### src/rtl/cond_logic_pkg.sv
// Purpose: condition-code and flag-index constants shared by cond_logic, the ALU and the decoder.
// Latency: n/a (constants only).
// Backpressure: n/a.
package cond_logic_pkg;

  // ARM condition field encodings, Instr[31:28]
  localparam logic [3:0] COND_EQ = 4'h0;
  localparam logic [3:0] COND_NE = 4'h1;
  localparam logic [3:0] COND_CS = 4'h2;
  localparam logic [3:0] COND_CC = 4'h3;
  localparam logic [3:0] COND_MI = 4'h4;
  localparam logic [3:0] COND_PL = 4'h5;
  localparam logic [3:0] COND_VS = 4'h6;
  localparam logic [3:0] COND_VC = 4'h7;
  localparam logic [3:0] COND_HI = 4'h8;
  localparam logic [3:0] COND_LS = 4'h9;
  localparam logic [3:0] COND_GE = 4'hA;
  localparam logic [3:0] COND_LT = 4'hB;
  localparam logic [3:0] COND_GT = 4'hC;
  localparam logic [3:0] COND_LE = 4'hD;
  localparam logic [3:0] COND_AL = 4'hE;

  // Bit positions inside the {N,Z,C,V} flag vector
  localparam int FLAG_N = 3;
  localparam int FLAG_Z = 2;
  localparam int FLAG_C = 1;
  localparam int FLAG_V = 0;

endpackage

### src/rtl/cond_logic_check.sv
// Purpose: evaluates a 4-bit ARM condition field against the stored NZCV flags.
// Latency: combinational, zero cycles.
// Backpressure: none; pure function of its inputs.
//
// Ports:
//   Cond   in  4  condition field
//   Flags  in  4  registered {N,Z,C,V}
//   CondEx out 1  condition passed
module cond_check
  import cond_logic_pkg::*;
(
  input  logic [3:0] Cond,
  input  logic [3:0] Flags,
  output logic       CondEx
);

  logic n, z, c, v;

  always_comb begin
    n = Flags[FLAG_N];
    z = Flags[FLAG_Z];
    c = Flags[FLAG_C];
    v = Flags[FLAG_V];
    CondEx = 1'b1;
    case (Cond)
      COND_EQ: CondEx = z;
      COND_NE: CondEx = ~z;
      COND_CS: CondEx = c;
      COND_CC: CondEx = ~c;
      COND_MI: CondEx = n;
      COND_PL: CondEx = ~n;
      COND_VS: CondEx = v;
      COND_VC: CondEx = ~v;
      COND_HI: CondEx = c & ~z;
      COND_LS: CondEx = ~c | z;
      COND_GE: CondEx = (n == v);
      COND_LT: CondEx = (n != v);
      COND_GT: CondEx = ~z & (n == v);
      COND_LE: CondEx = z | (n != v);
      COND_AL: CondEx = 1'b1;
      // 4'hF is treated as unconditional
      default: CondEx = 1'b1;
    endcase
  end

endmodule

### src/rtl/cond_logic.sv
// Purpose: NZCV flag register, latched condition-passed bit and gating of controller write strobes.
// Latency: CondExR valid 1 cycle after CondLatch; flags update on the edge after the write request.
// Backpressure: none; all strobes are level signals with no handshake.
//
// Ports:
//   clk, reset                 rising-edge clock, asynchronous active-high reset
//   Cond, ALUFlags, FlagW      condition field, ALU {N,Z,C,V}, flag write request {NZ,CV}
//   CondLatch                  samples the condition result (Decode)
//   PCS, NextPC, RegW, MemW    controller write requests
//   PCWrite, RegWrite, MemWrite gated write enables
//   CondExR, Flags             latched condition bit, architectural flags
module cond_logic
  import cond_logic_pkg::*;
#(
  parameter logic [3:0] FLAG_RESET = 4'b0000
) (
  input  logic       clk,
  input  logic       reset,
  input  logic [3:0] Cond,
  input  logic [3:0] ALUFlags,
  input  logic [1:0] FlagW,
  input  logic       CondLatch,
  input  logic       PCS,
  input  logic       NextPC,
  input  logic       RegW,
  input  logic       MemW,
  output logic       PCWrite,
  output logic       RegWrite,
  output logic       MemWrite,
  output logic       CondExR,
  output logic [3:0] Flags
);

  logic cond_ex;

  // Evaluated from the registered flags only, so a flag write on the
  // same edge as CondLatch never forwards into the condition result.
  cond_check u_check (
    .Cond   (Cond),
    .Flags  (Flags),
    .CondEx (cond_ex)
  );

  always_ff @(posedge clk or posedge reset) begin
    if (reset) begin
      Flags   <= FLAG_RESET;
      CondExR <= 1'b0;
    end else begin
      // Cond is only looked at when CondLatch is high, so X on Cond
      // outside Decode cannot reach any state.
      if (CondLatch) begin
        CondExR <= cond_ex;
      end
      // Flag writes are gated by the CondExR value held before this edge.
      if (FlagW[1] && CondExR) begin
        Flags[FLAG_N:FLAG_Z] <= ALUFlags[FLAG_N:FLAG_Z];
      end
      if (FlagW[0] && CondExR) begin
        Flags[FLAG_C:FLAG_V] <= ALUFlags[FLAG_C:FLAG_V];
      end
    end
  end

  // CondExR clears asynchronously, so these drop as soon as reset rises.
  assign PCWrite  = (PCS & CondExR) | NextPC;
  assign RegWrite = RegW & CondExR;
  assign MemWrite = MemW & CondExR;

endmodule

### config.mk
export PLATFORM = sky130hd
export DESIGN_NAME = cond_logic
export DESIGN_NICKNAME = d
export VERILOG_FILES = /design/src/rtl/cond_logic_pkg.sv /design/src/rtl/cond_logic_check.sv /design/src/rtl/cond_logic.sv
export SDC_FILE = /design/constraint.sdc
export NUM_CORES = 1
export LEC_CHECK = 0
export BUFFER_PORTS_ARGS = -buffer_cell sky130_fd_sc_hd__buf_2
export CAP_MARGIN = 20
export CORE_AREA = 2 2 39 41
export CTS_CLUSTER_SIZE = 30
export DETAILED_ROUTE_END_ITERATION = 12
export DIE_AREA = 0 0 41 43
export HOLD_SLACK_MARGIN = 0.03
export PLACE_DENSITY_LB_ADDON = 0.2
export SLEW_MARGIN = 0
export SYNTH_ARGS = -nofsm -noshare
export SYNTH_HDL_FRONTEND = slang
export SYNTH_SLANG_ARGS = --single-unit
export TNS_END_PERCENT = 100
### constraint.sdc
create_clock -name clk -period 1.7 [get_ports clk]
set_input_delay 0.17 -clock clk [delete_from_list [all_inputs] [get_ports clk]]
set_output_delay 0.17 -clock clk [all_outputs]
set_load 0.01 [all_outputs]
==> impl_metrics.ini <==
[min_path]
holdCritStartpoint = ALUFlags[0]
worst_hold_path_type = input port to flip-flop
min_path_cells = 2
whs_endpoint = Flags[0]$_DFFE_PP0P_

[global_route]
grt_pass1_wl_mm = 1.21
grt_pass1_vias = 304
grt_overflow = 0
grt_max_degree = 9
grt_usage_pct = 10.5
antenna_found_initial = 0

[clock_network]
root_buffer = clkbuf_4
cts_made_buffers = 3
clockBufferDepth = 2
cts_resized = 0
cts.htree.levels = 1
clock_latency_ns = 0.24
tritoncts = built
clkSinkCount = 5
clk_pin_slew_ns = 0.04

[floorplan]
die_area_sq_um = 1760
row_count = 14
die_w_um = 41
start_util_pct = 26.1
core_sq_um = 1380
die_h_um = 43
io_pins = 25

[logic_synthesis]
synth_cells = 37
yosysUniqueCellTypes = 21
syn_nets = 54
synth-seq-area-share_pct = 34.6
syn_avg_cell_area_sq_um = 9.77
yosys_warnings = 0
ys_ff_latch = 5
syn_area_sq_um = 362

[pwr]
vdd_drop_max_mv = 0.612
p_leak_nw = 0.263
power_density_nw_per_um2 = 1380

[detailed_routing]
dr_total_vias = 354
drt_pass1_iterations = 2
antenna_left = 0
wl_per_cell_um = 9.78
drc = 0
wirelength_um = 792
drt_iter0_drc = 1
vias_per_cell = 4.37

[final_layout]
diodes = 0
final_common_cell = buf_2
syn_to_final_growth_pct = 47.4
fin_nets = 83
final_cell_area_sq_um = 533
mostFrequentLayoutCells = 24 x buf_2, 5 x dfrtp_1, 5 x nand2_1, 4 x mux2_2
layout-drive-gt1-share_pct = 52.3

[outcome]
status = complete, no violations

[setup_path]
worstReg2RegStart = Flags[0]$_DFFE_PP0P_
cp.required_ns = 1.81
start_kind = flip-flop
r2r_slack_ns = 0.41
timing.rr.end = CondExR$_DFFE_PP0P_
crit_fanout = 6
worstSetupPathType = flip-flop to flip-flop
critPathCaptureType = flip-flop
reg2regPathDepth = 5
arrival_ns = 1.40

[placed_design]
place_congestion = 0.688
placed_area_sq_um = 497
io_buffers = 24

[sta]
fmaxAchievable_mhz = 776
skew_ns = 0.00503
hold_violations = 0
setup_viol = 0
finalSetupTns_ns = 0
maxSlewHeadroom_pct = 84.7
tightest_slew_ns = 0.227
drv_slew = 0
min_period_over_period_pct = 75.8
rsz0062_at_grt = false
min_period_ns = 1.29

[flow_run]
maxCapViolCount = 0
==> cell type report <==
class                   count  area (sq um)
fillers                   151           851
repair buffers             25           130
well taps                  16          20.0
inverters                   2          7.51
flip-flops and latches      5           125
multi-input cells          29           224
clock buffers               4          26.3
==> layer usage <==
metal	track usage [%]	wire length, um	vias to the layer above
met5	0	0	-
met4	10.0	10	0
met3	3.14	59	2
met2	14.4	361	12
met1	12.2	361	152
li1	-	-	188
==> timing repair <==
item                       4_1_cts  5_1_grt
hold buffers                     1        0
setup endpoints to repair        0        0
buffers inserted                 0        0
hold endpoints to repair         5        0
==> sequential cells by signal (all words and copies together) (netlist names) <==
name     cells
Flags        4
CondExR      1
==> power by group <==
group	switching (mW)	internal, mW
sequential	0.0766	0.178
combinational	0.154	0.196
clock	0.0453	0.0885
==> per-stage QoR <==
| step | power, mW | hold slack [ns] | cells | utilization (%) | worst slack [ns] |
|---|---|---|---|---|---|
| floorplan | 0.483 | -0.0515 | 37 | - | 0.460 |
| global placement | 0.609 | 0.0847 | 76 | 35.9 | 0.394 |
| detailed placement | 0.610 | 0.0735 | 76 | 35.9 | 0.401 |
| CTS | 0.751 | 0.157 | 81 | 38.5 | 0.394 |
| global route | 0.799 | 0.164 | 81 | 38.5 | 0.319 |
| finish | 0.738 | 0.163 | 81 | 38.5 | 0.412 |
==> worst max-delay path, stage by stage (launching register included) <==
cell and delay (ns):
dfrtp_1 0.44, xnor2_1 0.17, nand3_1 0.09, a21oi_1 0.18
xnor2_1 0.16, o221ai_2 0.12
==> cell families (layout without fill, tap and decap cells) <==
kind of cell	after synthesis	in the layout	share of synthesized area, %
buffers and inverters	3	31	3.46
and+or+nand+nor	11	11	17.0
xor gates and xnor gates	4	4	9.69
muxes	5	5	15.2
AOI/OAI and AO/OA	9	9	20.1
DFF	5	5	34.6
==> cells in the mapped netlist, drive strengths merged <==
master	n	area share (%)
o221ai	1	4.2
nand3b	1	2.1
a21oi	2	2.8
o32ai	1	4.5
nand3	1	1.4
a31oi	1	1.7
nand2	5	5.2
dfrtp	5	35
mux2	4	12
clkbuf	1	1.4
a22oi	1	2.1
a21o	1	2.1
and2	2	3.5
xor2	1	2.4
nor3b	1	2.1
and2b	1	2.8
mux2i	1	2.8
xnor2	3	7.3
o21ai	2	2.8
inv	2	2.1
==> how the worst max path moves through the flow <==
stage / end / depth (start not counted) / startpoint / slack [ns]
after floorplan: CondExR$_DFFE_PP0P_ / 5 / Flags[0]$_DFFE_PP0P_ / 0.46
after global placement: CondExR$_DFFE_PP0P_ / 5 / Flags[0]$_DFFE_PP0P_ / 0.39
after detailed placement: CondExR$_DFFE_PP0P_ / 5 / Flags[0]$_DFFE_PP0P_ / 0.40
after CTS: CondExR$_DFFE_PP0P_ / 5 / Flags[0]$_DFFE_PP0P_ / 0.39
after global routing: CondExR$_DFFE_PP0P_ / 5 / Flags[0]$_DFFE_PP0P_ / 0.32
final: CondExR$_DFFE_PP0P_ / 5 / Flags[0]$_DFFE_PP0P_ / 0.41
(Power assumes the default switching activity.)
